[config.mk]
export PLATFORM = sky130hd
export DESIGN_NAME = s2mm
export DESIGN_NICKNAME = d
export VERILOG_FILES = /design/src/rtl/s2mm.sv
export SDC_FILE = /design/constraint.sdc
export NUM_CORES = 2
export LEC_CHECK = 0
export BUFFER_PORTS_ARGS = -buffer_cell sky130_fd_sc_hd__buf_2
export CAP_MARGIN = 40
export CORE_AREA = 2 2 401 403
export DETAILED_ROUTE_END_ITERATION = 16
export DIE_AREA = 0 0 403 405
export PLACE_DENSITY = 0.53
export RECOVER_POWER = 25
export SLEW_MARGIN = 20
export SYNTH_ARGS = -nofsm -noshare
export SYNTH_HDL_FRONTEND = slang
export SYNTH_SLANG_ARGS = --single-unit
[constraint.sdc]
create_clock -name clk -period 9.29 [get_ports clk]
set_input_delay 1.3935 -clock clk [delete_from_list [all_inputs] [get_ports clk]]
set_output_delay 1.3935 -clock clk [all_outputs]
set_load 0.01 [all_outputs]
[src/rtl/s2mm.sv]
// s2mm: writes an AXI4-Stream video frame into memory as AXI4 INCR bursts.
// Pixels are packed LSB-first into data words and staged in a word FIFO ahead of the burst engine.
module s2mm #(
    parameter int C_PIXEL_WIDTH      = 8,
    parameter int C_IMG_WBITS        = 12,
    parameter int C_IMG_HBITS        = 12,
    parameter int C_M_AXI_BURST_LEN  = 16,
    parameter int C_M_AXI_ID_WIDTH   = 1,
    parameter int C_M_AXI_ADDR_WIDTH = 32,
    parameter int C_M_AXI_DATA_WIDTH = 32
) (
    input  logic                              clk,
    input  logic                              reset,
    input  logic                              soft_resetn,
    output logic                              resetting,
    input  logic [C_IMG_WBITS-1:0]            img_width,
    input  logic [C_IMG_HBITS-1:0]            img_height,
    input  logic                              fsync,
    output logic                              w_sof,
    input  logic [C_M_AXI_ADDR_WIDTH-1:0]     w_addr,
    input  logic                              s_axis_tvalid,
    output logic                              s_axis_tready,
    input  logic [C_PIXEL_WIDTH-1:0]          s_axis_tdata,
    input  logic                              s_axis_tuser,
    input  logic                              s_axis_tlast,
    output logic [C_M_AXI_ID_WIDTH-1:0]       m_axi_awid,
    output logic [C_M_AXI_ADDR_WIDTH-1:0]     m_axi_awaddr,
    output logic [7:0]                        m_axi_awlen,
    output logic [2:0]                        m_axi_awsize,
    output logic [1:0]                        m_axi_awburst,
    output logic                              m_axi_awlock,
    output logic [3:0]                        m_axi_awcache,
    output logic [2:0]                        m_axi_awprot,
    output logic [3:0]                        m_axi_awqos,
    output logic                              m_axi_awvalid,
    input  logic                              m_axi_awready,
    output logic [C_M_AXI_DATA_WIDTH-1:0]     m_axi_wdata,
    output logic [C_M_AXI_DATA_WIDTH/8-1:0]   m_axi_wstrb,
    output logic                              m_axi_wlast,
    output logic                              m_axi_wvalid,
    input  logic                              m_axi_wready,
    input  logic [C_M_AXI_ID_WIDTH-1:0]       m_axi_bid,
    input  logic [1:0]                        m_axi_bresp,
    input  logic                              m_axi_bvalid,
    output logic                              m_axi_bready,
    output logic                              frame_done,
    output logic                              wr_err
);

    localparam int PW       = C_PIXEL_WIDTH;
    localparam int DW       = C_M_AXI_DATA_WIDTH;
    localparam int AW       = C_M_AXI_ADDR_WIDTH;
    localparam int PPW      = DW / PW;
    localparam int BYTES    = DW / 8;
    localparam int SIZE     = $clog2(BYTES);
    localparam int PPW_BITS = $clog2(PPW);
    localparam int PIX_CW   = (PPW > 1) ? PPW_BITS : 1;
    localparam int BL       = C_M_AXI_BURST_LEN;
    localparam int DEPTH    = 2 * BL;
    localparam int PTR_W    = $clog2(DEPTH);
    localparam int TW       = C_IMG_WBITS + C_IMG_HBITS;

    localparam logic [1:0] S_IDLE     = 2'd0;
    localparam logic [1:0] S_WAIT_SOF = 2'd1;
    localparam logic [1:0] S_RUN      = 2'd2;
    localparam logic [1:0] S_FLUSH    = 2'd3;

    localparam logic [1:0] B_IDLE = 2'd0;
    localparam logic [1:0] B_ADDR = 2'd1;
    localparam logic [1:0] B_DATA = 2'd2;
    localparam logic [1:0] B_RESP = 2'd3;

    logic [1:0]        state_q, state_d;
    logic [AW-1:0]     base_q;
    logic [TW-1:0]     total_q;
    logic [TW-1:0]     pushed_q;
    logic [PIX_CW-1:0] pixCnt_q;
    logic [DW-1:0]     wordBuf_q;
    logic              resetting_q;
    logic              wrErr_q;

    logic [1:0]        bState_q, bState_d;
    logic [TW-1:0]     issued_q;
    logic [AW-1:0]     awaddr_q;
    logic [7:0]        awlen_q;
    logic [7:0]        beatCnt_q;

    logic [DW-1:0]     mem [DEPTH];
    logic [PTR_W-1:0]  wrPtr_q, rdPtr_q;
    logic [PTR_W:0]    count_q;

    logic              startFrame;
    logic              acceptPix;
    logic              readyPix;
    logic              pixLast;
    logic              pushWord;
    logic              popWord;
    logic              fifoFull;
    logic              fifoEmpty;
    logic [DW-1:0]     pushData;
    logic [TW-1:0]     frameWords;
    logic [TW-1:0]     remaining;
    logic [8:0]        burstBeats;
    logic              burstReady;
    logic              issueBurst;
    logic              frameComplete;
    logic              unusedBits;

    // Word count per frame: pixels / PPW, PPW being a power of two.
    assign frameWords = TW'((TW'(img_width) * TW'(img_height)) >> PPW_BITS);
    assign pushData   = {s_axis_tdata, wordBuf_q[DW-1:PW]};
    assign pixLast    = (pixCnt_q == PIX_CW'(PPW - 1));
    assign pushWord   = acceptPix && pixLast;
    assign popWord    = m_axi_wvalid && m_axi_wready;
    assign fifoFull   = (count_q == (PTR_W+1)'(DEPTH));
    assign fifoEmpty  = (count_q == '0);

    always_comb begin
        state_d    = state_q;
        startFrame = 1'b0;
        acceptPix  = 1'b0;
        readyPix   = 1'b1;
        case (state_q)
            S_IDLE: begin
                if (fsync && soft_resetn) begin
                    startFrame = 1'b1;
                    state_d    = S_WAIT_SOF;
                end
            end
            S_WAIT_SOF: begin
                if (s_axis_tvalid && s_axis_tuser) begin
                    acceptPix = 1'b1;
                    state_d   = S_RUN;
                end
            end
            S_RUN: begin
                if (pushed_q == total_q) begin
                    readyPix = 1'b0;
                    state_d  = S_FLUSH;
                end else begin
                    readyPix  = ~fifoFull;
                    acceptPix = s_axis_tvalid && ~fifoFull;
                end
            end
            S_FLUSH: begin
                if (frameComplete) begin
                    state_d = S_IDLE;
                end
            end
            default: state_d = S_IDLE;
        endcase
    end

    always_ff @(posedge clk) begin
        if (reset) begin
            state_q     <= S_IDLE;
            base_q      <= '0;
            total_q     <= '0;
            pushed_q    <= '0;
            pixCnt_q    <= '0;
            wordBuf_q   <= '0;
            resetting_q <= 1'b0;
            wrErr_q     <= 1'b0;
        end else begin
            state_q <= state_d;
            if (startFrame) begin
                base_q   <= w_addr;
                total_q  <= frameWords;
                pushed_q <= '0;
                pixCnt_q <= '0;
            end
            if (acceptPix) begin
                wordBuf_q <= pushData;
                pixCnt_q  <= pixLast ? '0 : pixCnt_q + 1'b1;
            end
            if (pushWord) begin
                pushed_q <= pushed_q + 1'b1;
            end
            // The frame in flight always completes; resetting just reports that wait.
            if (frame_done) begin
                resetting_q <= 1'b0;
            end else if (!soft_resetn && state_q != S_IDLE) begin
                resetting_q <= 1'b1;
            end
            if (m_axi_bvalid && m_axi_bready && m_axi_bresp != 2'b00) begin
                wrErr_q <= 1'b1;
            end
        end
    end

    always_ff @(posedge clk) begin
        if (pushWord) begin
            mem[wrPtr_q] <= pushData;
        end
    end

    always_ff @(posedge clk) begin
        if (reset) begin
            wrPtr_q <= '0;
            rdPtr_q <= '0;
            count_q <= '0;
        end else begin
            if (pushWord) begin
                wrPtr_q <= wrPtr_q + 1'b1;
            end
            if (popWord) begin
                rdPtr_q <= rdPtr_q + 1'b1;
            end
            case ({pushWord, popWord})
                2'b10:   count_q <= count_q + 1'b1;
                2'b01:   count_q <= count_q - 1'b1;
                default: count_q <= count_q;
            endcase
        end
    end

    // A burst is full length while enough words remain, otherwise it carries the frame tail.
    assign remaining  = total_q - issued_q;
    assign burstBeats = (remaining >= TW'(BL)) ? 9'(BL) : 9'(remaining);
    assign burstReady = (state_q == S_RUN || state_q == S_FLUSH) && (remaining != '0)
                        && (9'(count_q) >= burstBeats);
    assign frameComplete = (issued_q == total_q) && (bState_q == B_IDLE);

    always_comb begin
        bState_d   = bState_q;
        issueBurst = 1'b0;
        case (bState_q)
            B_IDLE: begin
                if (burstReady) begin
                    issueBurst = 1'b1;
                    bState_d   = B_ADDR;
                end
            end
            B_ADDR: begin
                if (m_axi_awready) begin
                    bState_d = B_DATA;
                end
            end
            B_DATA: begin
                if (popWord && m_axi_wlast) begin
                    bState_d = B_RESP;
                end
            end
            B_RESP: begin
                if (m_axi_bvalid) begin
                    bState_d = B_IDLE;
                end
            end
            default: bState_d = B_IDLE;
        endcase
    end

    always_ff @(posedge clk) begin
        if (reset) begin
            bState_q  <= B_IDLE;
            issued_q  <= '0;
            awaddr_q  <= '0;
            awlen_q   <= '0;
            beatCnt_q <= '0;
        end else begin
            bState_q <= bState_d;
            if (startFrame) begin
                issued_q <= '0;
            end
            if (issueBurst) begin
                awaddr_q  <= base_q + (AW'(issued_q) << SIZE);
                awlen_q   <= 8'(burstBeats - 9'd1);
                issued_q  <= issued_q + TW'(burstBeats);
                beatCnt_q <= '0;
            end
            if (popWord) begin
                beatCnt_q <= beatCnt_q + 8'd1;
            end
        end
    end

    assign resetting     = resetting_q;
    assign w_sof         = startFrame;
    assign s_axis_tready = readyPix;
    assign frame_done    = (state_q == S_FLUSH) && frameComplete;
    assign wr_err        = wrErr_q;

    assign m_axi_awid    = '0;
    assign m_axi_awaddr  = awaddr_q;
    assign m_axi_awlen   = awlen_q;
    assign m_axi_awsize  = 3'(SIZE);
    assign m_axi_awburst = 2'b01;
    assign m_axi_awlock  = 1'b0;
    assign m_axi_awcache = 4'b0011;
    assign m_axi_awprot  = 3'b000;
    assign m_axi_awqos   = 4'b0000;
    assign m_axi_awvalid = (bState_q == B_ADDR);

    // W outputs are gated so the idle bus never shows stale FIFO contents.
    assign m_axi_wvalid  = (bState_q == B_DATA) && !fifoEmpty;
    assign m_axi_wdata   = m_axi_wvalid ? mem[rdPtr_q] : '0;
    assign m_axi_wstrb   = '1;
    assign m_axi_wlast   = (bState_q == B_DATA) && (beatCnt_q == awlen_q);
    assign m_axi_bready  = 1'b1;

    assign unusedBits = ^{m_axi_bid, s_axis_tlast, wordBuf_q[PW-1:0]};

endmodule

==> implementation parameters <==
Parameter                              Value

Floorplan
  Core area    159000 sq um
  Overall die height    405 um
  Die outline width    around 400 um
  Die footprint    163000 sq um
  Site row count    147
  Number of ports placed on the die boundary    180
  Initial standard-cell utilization of the core    0.348

Power and ir drop
  Pwr/cell area    210 nW/um^2
  Final total power    0.0133 W
  Worst supply voltage drop on vdd    0.197 mV
  Pleak    21.2 nW

Clock network
  Clock slew seen by the registers of the worst setup and hold paths    60 ps
  CTS sink cnt    ~1200
  Post-CTS setup repair buffer count    0
  Hold-fix buffer count after cts    0
  Post-CTS Resized    0
  Root buffer selected by CTS    sky130_fd_sc_hd__clkbuf_16
  Clock tree from TritonCTS    built
  Cts bufs inserted    roughly 130
  Clk Latency, worst-skew pair    770 ps
  CTS H-Tree Depth    4
  Clock tree buffer depth    3

Critical path
  Largest fanout on the critical path    27
  Critical path class    flop to flop
  CP Capture Type    flop
  Required time at the worst-slack endpoint    9940 ps
  Crit path arrival time    6940 ps
  Startpoint kind of the worst setup timing path    flop

Timing
  Share of the cycle needed by the critical path after routing    0.676
  Setup slack after layout    3010 ps
  Number of failing hold endpoints at the final stage    0
  Time the worst path needs with I/O delays and setup    about 6300 ps
  Worst slew margin relative to its limit    -0.106
  Number of max-slew violations in the final report    103
  Setup violators final    0
  Sum of negative setup slack    0 ps
  Clock Skew    48.3 ps
  Maximum clock frequency    0.159 GHz
  Worst-Margin Slew    between 1500 and 2000 ps
  Unrepaired setup endpoints after global routing    no

Finish
  Filler Cells Inserted    14800
  Most common library cell in the layout ignoring fill and taps    sky130_fd_sc_hd__edfxtp_1
  Area growth from synthesis to final layout    14.3%
  Proportion of layout cells with a drive suffix above 1    0.205
  Count of nets after finishing    between 4000 and 5000
  Top library cells by usage in the layout, fill and taps aside    sky130_fd_sc_hd__edfxtp_1, sky130_fd_sc_hd__nand2_1, sky130_fd_sc_hd__mux4_2
  Final antenna diode count    0
  Final instance count without filler cells    between 5000 and 6000

Drt
  Count of TritonRoute iterations in the first routing pass    6
  Routed wirelength normalized by instance count    24.0 um
  Residual DRC    0
  Number of DRC markers after the initial detailed-route iteration    2638
  Wire length after detailed routing    144000 um
  Via count of the routed design    31400
  Number of nets with antenna violations after routing    0
  DR vias/cell    between 5 and 6

Synthesis
  Cell count after synthesis    3605
  Number of synthesized register bits    1227
  Number of synthesized flops with an enable pin    1024
  Post-synthesis sequential area ratio    0.628
  Mean instance size in the synthesized netlist    15.4 sq um
  Share of async-settable or async-resettable flops after synthesis    0
  Post-Synthesis Cell Area    55400 sq um
  Library cells used by synthesis    75
  Most used flip-flop cell after synthesis    sky130_fd_sc_hd__edfxtp_1
  Total of warnings raised by yosys    0

Place
  HPWL after detailed placement    83600 um
  Pre-CTS setup slack    between 2000 and 3000 ps
  Port buffer count    between 150 and 200
  Weighted congestion reported at the end of routability-driven placement    0.801
  DP Cell Count    between 5000 and 6000

Status
  Result of the run    finished with violations
  Failing checks    capacitance limit, slew limit

Min path
  Kind of path behind the tightest hold check    flop to flop

Global routing
  First-pass GRT wire length    212000 um
  Via count of the first global-routing pass    around 32000
  Overall Global Routing Usage    0.177
  Remaining global-route overflow    0
  Largest net degree at the start of global routing    144
  Initial antenna violation count    6

Flow run
  Max_cap viols    3
[stage by stage]
stage	area [sq um]	util	hold slack [ps]
floorplan	55500	-	432
global placement	58800	0.369	437
detailed placement	59300	0.372	442
CTS	63500	0.399	450
global route	63300	0.398	464
finish	63300	0.398	450
[final cells by class]
cell class              count  area [sq um]  area share
repair buffers            240          1600      0.0252
clock inverters            50           492     0.00776
inverters                 187           702      0.0111
well taps                2086          2610      0.0412
multi-input cells        2009         19400       0.306
clock buffers             189          3710      0.0585
flip-flops and latches   1227         34800       0.550
[routing by layer]
layer,share of wire,track usage
met5,0.00010,0
met4,0.025,0.0528
met1,0.43,0.238
met2,0.48,0.291
met3,0.058,0.0319
[registers in the layout (all words and copies together), names as in the netlist, 5 cells and up, named ones only]
name / cells
count_q: 6
beatCnt_q: 8
m_axi_awaddr: 32
base_q: 32
mem: 1024
total_q: 22
m_axi_awlen: 8
wrPtr_q: 5
pushed_q: 24
issued_q: 24
rdPtr_q: 5
wordBuf_q: 24
[cells by family after synthesis]
| kind of cell | after synthesis | synth area share |
|---|---|---|
| AOI/OAI and AO/OA | 403 | 0.0451 |
| xor gates and xnor gates | 97 | 0.0153 |
| DFF | 1227 | 0.628 |
| buffers and inverters | 395 | 0.0286 |
| and+or+nand+nor | 841 | 0.0697 |
| adders and majority gates | 247 | 0.0699 |
| other | 2 | 0.000136 |
| muxes | 393 | 0.143 |
[critical path: stages, from the launching register on]
cell,delay (ps)
sky130_fd_sc_hd__dfxtp_1,510
sky130_fd_sc_hd__inv_1,150
sky130_fd_sc_hd__ha_1,440
sky130_fd_sc_hd__nand4_1,220
sky130_fd_sc_hd__nor3_1,520
sky130_fd_sc_hd__nand3_1,150
sky130_fd_sc_hd__a21oi_1,190
sky130_fd_sc_hd__o21ai_0,140
sky130_fd_sc_hd__a2111oi_2,390
sky130_fd_sc_hd__nand3_1,170
sky130_fd_sc_hd__nor4_2,260
sky130_fd_sc_hd__clkbuf_4,260
sky130_fd_sc_hd__nand2b_1,110
sky130_fd_sc_hd__inv_1,90
sky130_fd_sc_hd__ha_1,220
sky130_fd_sc_hd__nand2b_1,140
sky130_fd_sc_hd__a21o_1,170
sky130_fd_sc_hd__a21o_1,160
sky130_fd_sc_hd__a21o_1,170
sky130_fd_sc_hd__a21o_1,170
sky130_fd_sc_hd__a21oi_1,130
sky130_fd_sc_hd__nor2_1,70
sky130_fd_sc_hd__nand2_1,130
sky130_fd_sc_hd__a21o_1,320
sky130_fd_sc_hd__buf_4,420
sky130_fd_sc_hd__nand2_1,130
sky130_fd_sc_hd__nand2b_1,240
sky130_fd_sc_hd__nor2_1,80
[power breakdown]
part	internal (W)	switching, W
Combinational	0.000902	0.00126
Clock	0.00289	0.00221
Sequential	0.00596	0.0000705
[cell usage after synthesis (8+ instances only)]
library cell | count | area share
sky130_fd_sc_hd__a211oi_1 | 26 | 0.0035
sky130_fd_sc_hd__a21o_1 | 35 | 0.0047
sky130_fd_sc_hd__a21oi_1 | 185 | 0.017
sky130_fd_sc_hd__a31oi_1 | 9 | 0.0010
sky130_fd_sc_hd__and2_1 | 49 | 0.0055
sky130_fd_sc_hd__and3_1 | 23 | 0.0026
sky130_fd_sc_hd__buf_1 | 46 | 0.0031
sky130_fd_sc_hd__buf_4 | 23 | 0.0031
sky130_fd_sc_hd__clkbuf_1 | 133 | 0.0090
sky130_fd_sc_hd__dfxtp_1 | 203 | 0.073
sky130_fd_sc_hd__edfxtp_1 | 1024 | 0.55
sky130_fd_sc_hd__fa_1 | 104 | 0.038
sky130_fd_sc_hd__ha_1 | 143 | 0.032
sky130_fd_sc_hd__inv_1 | 186 | 0.013
sky130_fd_sc_hd__mux2i_1 | 73 | 0.013
sky130_fd_sc_hd__mux4_2 | 320 | 0.13
sky130_fd_sc_hd__nand2_1 | 337 | 0.023
sky130_fd_sc_hd__nand2b_1 | 17 | 0.0019
sky130_fd_sc_hd__nand3_1 | 46 | 0.0042
sky130_fd_sc_hd__nand3b_1 | 19 | 0.0026
sky130_fd_sc_hd__nand4_1 | 18 | 0.0020
sky130_fd_sc_hd__nor2_1 | 229 | 0.016
sky130_fd_sc_hd__nor3_1 | 33 | 0.0030
sky130_fd_sc_hd__nor4_1 | 13 | 0.0015
sky130_fd_sc_hd__o211ai_1 | 11 | 0.0015
sky130_fd_sc_hd__o21ai_0 | 56 | 0.0051
sky130_fd_sc_hd__o31ai_1 | 8 | 0.0011
sky130_fd_sc_hd__or2_2 | 8 | 0.00090
sky130_fd_sc_hd__or3_1 | 11 | 0.0012
sky130_fd_sc_hd__xnor2_1 | 59 | 0.0093
sky130_fd_sc_hd__xor2_1 | 38 | 0.0060
[worst paths after layout]
check | from | end | slack (ps) | cells past startpoint
setup / recovery | issued_q[14] | issued_q[12] | 3010 | 27
hold / removal | wr_err | wr_err | 450 | 2
setup reg to reg | issued_q[14] | issued_q[12] | 3010 | 27
hold reg to reg | wr_err | wr_err | 450 | 2
(Power assumes the default switching activity.)
